File: config.mk
export PLATFORM = sky130hd
export DESIGN_NAME = my_axi4_lite_slave
export DESIGN_NICKNAME = d
export VERILOG_FILES = /design/src/rtl/my_axi4_lite_pkg.sv /design/src/rtl/my_axi4_lite_addr_decode.sv /design/src/rtl/my_axi4_lite_slave.sv
export SDC_FILE = /design/constraint.sdc
export NUM_CORES = 1
export LEC_CHECK = 0
export ABC_AREA = 1
export ABC_CLOCK_PERIOD_IN_PS = 16900
export BUFFER_PORTS_ARGS = -buffer_cell sky130_fd_sc_hd__buf_4
export CAP_MARGIN = 20
export CORE_ASPECT_RATIO = 0.5
export CORE_MARGIN = 5
export CORE_UTILIZATION = 45
export DETAILED_ROUTE_END_ITERATION = 7
export PLACE_DENSITY_LB_ADDON = 0.1
export SLEW_MARGIN = 15
export SYNTH_ARGS = -nofsm -noshare
export SYNTH_HDL_FRONTEND = slang
export SYNTH_SLANG_ARGS = --single-unit
File: constraint.sdc
create_clock -name s_axi_aclk -period 16.9 [get_ports s_axi_aclk]
set_input_delay 0.845 -clock s_axi_aclk [delete_from_list [all_inputs] [get_ports s_axi_aclk]]
set_output_delay 0.845 -clock s_axi_aclk [all_outputs]
set_load 0.01 [all_outputs]
File: src/rtl/my_axi4_lite_pkg.sv
// Shared response codes and FSM state types for the AXI4-Lite register slave.
package my_axi4_lite_pkg;

  localparam logic [1:0] RESP_OKAY   = 2'b00;
  localparam logic [1:0] RESP_SLVERR = 2'b10;

  typedef enum logic {
    W_IDLE,
    W_RESP
  } wstate_e;

  typedef enum logic {
    R_IDLE,
    R_DATA
  } rstate_e;

endpackage

File: src/rtl/my_axi4_lite_addr_decode.sv
// Combinational address decode: byte address -> register index and range flag.
module my_axi4_lite_addr_decode #(
  parameter int unsigned           ADDR_WIDTH = 32,
  parameter int unsigned           DATA_WIDTH = 32,
  parameter int unsigned           REG_NUM    = 16,
  parameter logic [ADDR_WIDTH-1:0] BASE_ADDR  = 'h1000_0000
) (
  input  logic [ADDR_WIDTH-1:0]      addr_i,
  output logic [$clog2(REG_NUM)-1:0] idx_o,
  output logic                       in_range_o
);

  localparam int unsigned           LSB  = $clog2(DATA_WIDTH / 8);
  localparam logic [ADDR_WIDTH:0]   SPAN = (ADDR_WIDTH + 1)'(REG_NUM * (DATA_WIDTH / 8));

  logic [ADDR_WIDTH:0] offset;

  // One extra bit keeps addresses below BASE_ADDR from wrapping into range.
  always_comb begin
    offset     = {1'b0, addr_i} - {1'b0, BASE_ADDR};
    in_range_o = !offset[ADDR_WIDTH] && (offset < SPAN);
    idx_o      = offset[LSB +: $clog2(REG_NUM)];
  end

endmodule

File: src/rtl/my_axi4_lite_slave.sv
// AXI4-Lite slave exposing REG_NUM byte-writable registers with a write-strobe pulse.
module my_axi4_lite_slave
  import my_axi4_lite_pkg::*;
#(
  parameter int unsigned           ADDR_WIDTH = 32,
  parameter int unsigned           DATA_WIDTH = 32,
  parameter int unsigned           REG_NUM    = 16,
  parameter logic [ADDR_WIDTH-1:0] BASE_ADDR  = 'h1000_0000
) (
  input  logic                          s_axi_aclk,
  input  logic                          s_axi_areset,
  input  logic [ADDR_WIDTH-1:0]         s_axi_awaddr,
  input  logic [2:0]                    s_axi_awprot,
  input  logic                          s_axi_awvalid,
  output logic                          s_axi_awready,
  input  logic [DATA_WIDTH-1:0]         s_axi_wdata,
  input  logic [DATA_WIDTH/8-1:0]       s_axi_wstrb,
  input  logic                          s_axi_wvalid,
  output logic                          s_axi_wready,
  output logic [1:0]                    s_axi_bresp,
  output logic                          s_axi_bvalid,
  input  logic                          s_axi_bready,
  input  logic [ADDR_WIDTH-1:0]         s_axi_araddr,
  input  logic [2:0]                    s_axi_arprot,
  input  logic                          s_axi_arvalid,
  output logic                          s_axi_arready,
  output logic [DATA_WIDTH-1:0]         s_axi_rdata,
  output logic [1:0]                    s_axi_rresp,
  output logic                          s_axi_rvalid,
  input  logic                          s_axi_rready,
  output logic [REG_NUM*DATA_WIDTH-1:0] reg_out,
  output logic                          wr_pulse,
  output logic [$clog2(REG_NUM)-1:0]    wr_index
);

  localparam int unsigned STRB_W = DATA_WIDTH / 8;
  localparam int unsigned IDX_W  = $clog2(REG_NUM);

  wstate_e               wstate_q;
  rstate_e               rstate_q;
  logic [DATA_WIDTH-1:0] regs_q [REG_NUM];
  logic                  aw_done_q, w_done_q, aw_ok_q;
  logic [IDX_W-1:0]      aw_idx_q;
  logic [DATA_WIDTH-1:0] wdata_q;
  logic [STRB_W-1:0]     wstrb_q;
  logic                  awready_q, wready_q, bvalid_q;
  logic [1:0]            bresp_q;
  logic                  wr_pulse_q;
  logic [IDX_W-1:0]      wr_index_q;
  logic                  arready_q, rvalid_q;
  logic [1:0]            rresp_q;
  logic [DATA_WIDTH-1:0] rdata_q;

  logic [IDX_W-1:0]      aw_idx, ar_idx;
  logic                  aw_in_range, ar_in_range;
  logic                  unused_prot;

  assign unused_prot = ^{s_axi_awprot, s_axi_arprot};

  my_axi4_lite_addr_decode #(
    .ADDR_WIDTH (ADDR_WIDTH),
    .DATA_WIDTH (DATA_WIDTH),
    .REG_NUM    (REG_NUM),
    .BASE_ADDR  (BASE_ADDR)
  ) u_aw_decode (
    .addr_i     (s_axi_awaddr),
    .idx_o      (aw_idx),
    .in_range_o (aw_in_range)
  );

  my_axi4_lite_addr_decode #(
    .ADDR_WIDTH (ADDR_WIDTH),
    .DATA_WIDTH (DATA_WIDTH),
    .REG_NUM    (REG_NUM),
    .BASE_ADDR  (BASE_ADDR)
  ) u_ar_decode (
    .addr_i     (s_axi_araddr),
    .idx_o      (ar_idx),
    .in_range_o (ar_in_range)
  );

  // Write FSM: latch AW and W independently, commit once both are held, then respond.
  always_ff @(posedge s_axi_aclk or posedge s_axi_areset) begin
    if (s_axi_areset) begin
      wstate_q   <= W_IDLE;
      aw_done_q  <= 1'b0;
      w_done_q   <= 1'b0;
      aw_ok_q    <= 1'b0;
      aw_idx_q   <= '0;
      wdata_q    <= '0;
      wstrb_q    <= '0;
      awready_q  <= 1'b1;
      wready_q   <= 1'b1;
      bvalid_q   <= 1'b0;
      bresp_q    <= RESP_OKAY;
      wr_pulse_q <= 1'b0;
      wr_index_q <= '0;
      for (int unsigned i = 0; i < REG_NUM; i++) regs_q[i] <= '0;
    end else begin
      wr_pulse_q <= 1'b0;
      unique case (wstate_q)
        W_IDLE: begin
          if (aw_done_q && w_done_q) begin
            if (aw_ok_q) begin
              for (int unsigned b = 0; b < STRB_W; b++) begin
                if (wstrb_q[b]) regs_q[aw_idx_q][8*b +: 8] <= wdata_q[8*b +: 8];
              end
              wr_pulse_q <= 1'b1;
              wr_index_q <= aw_idx_q;
              bresp_q    <= RESP_OKAY;
            end else begin
              bresp_q    <= RESP_SLVERR;
            end
            bvalid_q <= 1'b1;
            wstate_q <= W_RESP;
          end else begin
            if (s_axi_awvalid && awready_q) begin
              aw_done_q <= 1'b1;
              awready_q <= 1'b0;
              aw_idx_q  <= aw_idx;
              aw_ok_q   <= aw_in_range;
            end
            if (s_axi_wvalid && wready_q) begin
              w_done_q <= 1'b1;
              wready_q <= 1'b0;
              wdata_q  <= s_axi_wdata;
              wstrb_q  <= s_axi_wstrb;
            end
          end
        end
        W_RESP: begin
          if (s_axi_bready) begin
            bvalid_q  <= 1'b0;
            aw_done_q <= 1'b0;
            w_done_q  <= 1'b0;
            awready_q <= 1'b1;
            wready_q  <= 1'b1;
            wstate_q  <= W_IDLE;
          end
        end
      endcase
    end
  end

  // Read FSM: sample the register at the AR handshake edge and hold until accepted.
  always_ff @(posedge s_axi_aclk or posedge s_axi_areset) begin
    if (s_axi_areset) begin
      rstate_q  <= R_IDLE;
      arready_q <= 1'b1;
      rvalid_q  <= 1'b0;
      rresp_q   <= RESP_OKAY;
      rdata_q   <= '0;
    end else begin
      unique case (rstate_q)
        R_IDLE: begin
          if (s_axi_arvalid && arready_q) begin
            rdata_q   <= ar_in_range ? regs_q[ar_idx] : '0;
            rresp_q   <= ar_in_range ? RESP_OKAY : RESP_SLVERR;
            rvalid_q  <= 1'b1;
            arready_q <= 1'b0;
            rstate_q  <= R_DATA;
          end
        end
        R_DATA: begin
          if (s_axi_rready) begin
            rvalid_q  <= 1'b0;
            arready_q <= 1'b1;
            rstate_q  <= R_IDLE;
          end
        end
      endcase
    end
  end

  // Flatten the register file onto the reg_out bus.
  always_comb begin
    reg_out = '0;
    for (int unsigned i = 0; i < REG_NUM; i++) reg_out[i*DATA_WIDTH +: DATA_WIDTH] = regs_q[i];
  end

  assign s_axi_awready = awready_q;
  assign s_axi_wready  = wready_q;
  assign s_axi_bvalid  = bvalid_q;
  assign s_axi_bresp   = bresp_q;
  assign s_axi_arready = arready_q;
  assign s_axi_rvalid  = rvalid_q;
  assign s_axi_rresp   = rresp_q;
  assign s_axi_rdata   = rdata_q;
  assign wr_pulse      = wr_pulse_q;
  assign wr_index      = wr_index_q;

endmodule

Yosys cells after proc, flatten, opt, wreduce, memory -nomap -nowiden
Cells that the tools add are included.
{"block": "totals", "word_cells": 133, "out_inout_bits": 558, "input_bits": 113, "regBits": 603}
{"block": "classes", "bitwise": 5, "n_lt_le_gt_ge": 5, "muxes": 62, "reduce_logical": 18, "n_eq_ne": 7, "addsub": 2}
{"op": "$mux 512", "n": 13}
{"op": "$bwmux 512", "n": 4}
{"op": "$demux 32 s4", "n": 4}
{"op": "$bmux 32 s4", "n": 1}
{"op": "$mux 32", "n": 4}
{"op": "$lt 33x7->1 const B", "n": 2}
{"op": "$sub 32x29->33 const B", "n": 2}
{"op": "$mux 24", "n": 1}
{"op": "$mux 1", "n": 22}
{"op": "$pmux 1 s2", "n": 9}
{"op": "$mux 16", "n": 1}
{"op": "$reduce_and 3->1", "n": 5}
{"op": "$ne 2x2->1 const B", "n": 7}
{"op": "$ge 5x5->1 const B", "n": 2}
{"op": "$not 4->5", "n": 2}
{"op": "$mux 8", "n": 1}
{"op": "$reduce_and 2->1", "n": 4}
{"op": "$logic_and 1x1->1", "n": 7}
{"op": "$lt 5x1->1 const B", "n": 1}
{"op": "$mux 2", "n": 2}
{"op": "$not 1->1", "n": 3}
{"op": "$logic_not 1->1", "n": 2}

Depth between registers and ports, before layout
{"block": "depth", "word_depth": 22, "depth_mapped": 11, "ltp_nobuf": 10}

Modules after synthesis
Synthesis repeated with hierarchy kept, for this count alone.
{"block": "hier_totals", "hier_cells": 3346, "hier_area_um2": 27472.6}
{"mod": "my_axi4_lite_slave", "seq_area_each_um2": 15043.2, "area_per_inst_um2": 27124.8, "n_inst": 1, "cells_per_inst": 3266}
{"mod": "my_axi4_lite_addr_decode", "seq_area_each_um2": 0.0, "area_per_inst_um2": 173.9, "n_inst": 2, "cells_per_inst": 40}

Least setup slack after synthesis
OpenSTA, ideal clock, no wires.
{"block": "synth_path", "path_kind": "in2reg", "from": "input s_axi_araddr[28]", "to": "register rdata_q[7] (netlist: s_axi_rdata[7])", "arrival_ns": 1.959, "setup_time_ns": 0.066, "path_slack_ns": 14.876, "path_buffers": 1, "required_ns": 16.834, "cell_stages": 11, "cell_sequence": "inv_1 > ha_1 > nand2_1 > inv_1 > nand2_1 > nor2_1 > nand3_1 > nor2_1 > buf_2 > nand3_1 > nand2_1"}
{"block": "synth_between", "elab_chain_len": 4}
{"element": "from (decl)", "line_no": "my_axi4_lite_slave.sv:23", "text": "input logic [ADDR_WIDTH-1:0] s_axi_araddr,"}
{"element": "$sub 32x29->33 (*)", "line_no": "my_axi4_lite_addr_decode.sv:20", "text": "offset = {1'b0, addr_i} - {1'b0, BASE_ADDR};"}
{"element": "$lt 33x7->1 / $logic_not 1->1 (equally long branches)", "line_no": "my_axi4_lite_addr_decode.sv:21", "text": "in_range_o = !offset[ADDR_WIDTH] && (offset < SPAN);"}
{"element": "$logic_and 1x1->1 (*)", "line_no": "my_axi4_lite_addr_decode.sv:21"}
{"element": "$mux 32 (*)", "line_no": "my_axi4_lite_slave.sv:157", "text": "rdata_q <= ar_in_range ? regs_q[ar_idx] : '0;"}
{"element": "to (signal assigned)", "line_no": "my_axi4_lite_slave.sv:157"}
{"element": "to (decl)", "line_no": "my_axi4_lite_slave.sv:52", "text": "logic [DATA_WIDTH-1:0] rdata_q;"}
Mark *: on every way between the ends. The rest lies on a longest branch, timed or not.
A chain may end at the register's enable or synchronous reset.

Worst setup path in the final report
{"block": "layout_path", "from": "input s_axi_araddr[2]", "to": "register rdata_q[25] (netlist: s_axi_rdata[25])"}
{"block": "layout_between", "elab_chain_len": 6}
{"element": "$sub 32x29->33 (*)", "line_no": "my_axi4_lite_addr_decode.sv:20"}
{"element": "parallel branches: the longest is 4 deep, another holds $lt 33x7->1"}
{"element": "$mux 32 (*)", "line_no": "my_axi4_lite_slave.sv:157"}
Mark *: on every way between the ends. The select of a mux whose other input is x is not followed.

==> metrics.yaml <==
synthesis:
  synth_area_mm2: 0.0269
  synth_cell_types: 29
  ys.flop_type: "dfrtp_1"
  yosys-top-cells-area: "dfrtp_1 56%, nand2_1 17%, nand3_1 9.0%"
  synth_common_cells: "1197 x nand2_1, 598 x dfrtp_1, 484 x nand3_1"
  netlist.area_leader.share_pct: 55.7
  yosysWarnings: 0
  synthCells: 3247
  synth_top_area_cell: "dfrtp_1"
  ys_seq_area_share_pct: 55.9
  synth-edff-count: 0
  synth.avg_cell_area_um2: 8.28
  synth-async-reset-ratio_pct: 100
  yosysMostFrequentCell: "nand2_1"
  ys_ff_latch: 601
timing:
  rsz0062_at_grt: "no"
  period_share_pct: 21.3
  fmaxAchievable_mhz: 278
  fin_skew_ns: 0.0151
  slew_viol_final: 0
  setup_viol_count_final: 0
  period_minus_slack_ns: 3.60
  tightestPinTransition_ns: 1.08
  slew_headroom_pct: 27.7
  tns_ns: 0
  finalHoldViolations: 0
cells_and_area:
  area_growth_pct: 25.9
  finalNetCount: 3875
  drive_gt1_share_pct: 21.3
  num_antenna_cells: 0
  fin_cells: 4612
  fin_util_pct: 57.2
  final_area_mm2: 0.0338
run_status:
  status: "finished clean"
power_and_ir_drop:
  p_sw_mw: 1.03
  power.share.sequential_pct: 44.3
  switching_share_pct: 30.1
  p_int_mw: 2.39
  combinationalPowerShare_pct: 15.3
  power_density_mw_per_mm2: 101
  p_leak_nw: 16.7
  clockPowerShare_pct: 40.4
  ir_drop_mv: 0.0943
routing:
  dr.pass1.iters: 7
  num_vias: 25200
  ant_nets: 0
  drt_iter0_drc: 2152
  wirelength_um: 103000
  via_per_inst: 5.46
  drc_errors: 0
  post_drt_wl_per_cell_um: 22.3
critical_path:
  path_buf_inv: 3
  critical_path.max_fanout: 117
  crit_type: "in2reg"
  start_kind: "input port"
  crit_required_ns: 17.39
  path_cells: "clkbuf_8 > buf_4 > buf_4 > nand2_1 > nand3_1 > nand3_1 > nand2_1 > nand2_1 > nand3_1 > nand2_1"
  crit_top_cell: "nand2_1"
  endpoint_kind: "register"
  crit_family: "buffers and inverters"
  worstPathArrival_ns: 4.09
  crit_path_max_incr_delay_ns: 0.84
  slowest_stage: "buf_4"
place:
  dpl_cell_area_mm2: 0.0318
  io_buffers: 658
  dp_hpwl_um: 71400
  dpl.cell_count: 4512
  gp_congestion: 0.878
floorplan:
  start_util_pct: 45.4
  die_h_um: 183
  core-area_mm2: 0.0592
  die-area_mm2: 0.0650
  dieWidth_um: 356
  rows: 63
  io_pins: 671
clock_tree:
  cts_root_buf: "clkbuf_16"
  htree_levels: 2
  cts.repair.resized: 0
  clkLatencyLatePin_ns: 0.60
  hold_buffers: 0
  clock-sinks: 601
  cts_tree: "done"
  postCtsSetupBuffers: 0
  clk_path_buf_depth: 3
  clk_pin_slew_ns: 0.06
  numCtsBuffers: 55
global_routing:
  grt_max_degree: 180
  antenna_found_initial: 1
  grt_pass1_wl_um: 153000
  grt_pass1_vias: 24000
  grt_remaining_overflow: 0
  globalRouteTotalUtil_pct: 30.6
flow_run:
  maxCapViolCount: 0
worst_hold_path:
  hold_class: "in2reg"
-- kinds of logic after synthesis --
kind of cell / count (synthesis) / share of synthesized area (%)
AND/OR/NAND/NOR: 1789 / 27.7
flip-flops: 601 / 55.9
AO/OA/AOI/OAI: 559 / 10.7
buffers and inverters: 295 / 5.56
adder cells (fa/ha/maj): 2 / 0.0931
other: 1 / 0.0139
-- routing by layer --
| layer | vias up | routed length (µm) | global-route usage [%] |
|---|---|---|---|
| met5 | - | 0 | 0 |
| met4 | 0 | 6090 | 14.6 |
| met3 | 254 | 5550 | 4.40 |
| met2 | 892 | 51700 | 54.4 |
| met1 | 12400 | 39700 | 37.1 |
| li1 | 11700 | - | - |
-- sequential cells by signal, indices dropped and copies added (netlist names), 4 cells and up --
name / count
reg_out: 512
s_axi_rdata: 32
wdata_q: 32
wstrb_q: 4
aw_idx_q: 4
wr_index: 4
-- cell type report --
class,instances,area (µm²)
Fill cell,5557,25400
Sequential cell,601,15000
Multi-Input combinational cell,2352,10400
Timing Repair Buffer,677,5160
Clock buffer,77,1600
Tap cell,812,1020
Clock inverter,20,350
Inverter,73,288
-- power groups by stage --
stage | sequential [mW] | combinational, mW | clock [mW]
3_3_place_gp | 1.54 | 0.517 | 0
4_1_cts | 1.52 | 0.523 | 1.40
6_report | 1.52 | 0.522 | 1.38
5_1_grt | 1.52 | 0.569 | 1.46
3_5_place_dp | 1.54 | 0.521 | 0
2_1_floorplan | 1.55 | 0.302 | 0
-- per-stage QoR --
stage	total power, mW	worst slack, ns	hold WS [ns]
global route	3.55	12.79	0.447
global placement	2.06	12.13	0.465
CTS	3.44	12.81	0.428
floorplan	1.85	7.86	0.450
detailed placement	2.06	12.19	0.466
finish	3.42	13.30	0.462
-- placed cells by master (no fill, tap or decap), types with 2 or more instances in the layout --
| cell type | synthesis | routed |
|---|---|---|
| o21ai_0 | 442 | 442 |
| dfrtp_1 | 598 | 598 |
| clkbuf_8 | 0 | 11 |
| nor3_1 | 2 | 2 |
| conb_1 | 1 | 2 |
| nand2_4 | 11 | 11 |
| o21ai_1 | 63 | 63 |
| o21ai_2 | 17 | 17 |
| nand2_1 | 1197 | 1197 |
| nor2_4 | 3 | 4 |
| buf_16 | 0 | 3 |
| nand3_1 | 484 | 482 |
| dfstp_2 | 3 | 3 |
| clkbuf_1 | 115 | 10 |
| clkbuf_16 | 0 | 57 |
| clkinv_2 | 0 | 10 |
| nor2_1 | 87 | 86 |
| buf_4 | 5 | 672 |
| bufinv_16 | 0 | 10 |
| ha_1 | 2 | 2 |
| a21oi_1 | 36 | 36 |
| inv_1 | 71 | 68 |
-- worst reg2reg max path, stage by stage (launching register included) --
cell and delay, ns:
dfstp_2 0.55, nand3_2 0.78, nor2_1 0.32, nand2_1 0.12, nor2_4 0.81, nand3_1 0.24
nand2_1 0.11
-- path summary, 6_finish.rpt --
kind	depth (start not counted)	to	startpoint	slack (ns)
setup reg to reg	6	s_axi_rdata[20]	s_axi_arready	13.91
max in group asynchronous	7	reg_out[149]	s_axi_areset	13.31
hold / removal	2	rstate_q	s_axi_rready	0.46
min in group asynchronous	3	reg_out[0]	s_axi_areset	0.49
hold reg to reg	2	s_axi_rdata[1]	s_axi_rdata[1]	0.48
setup / recovery	10	s_axi_rdata[25]	s_axi_araddr[2]	13.30
Note: power is estimated with default switching activity, not from simulation.
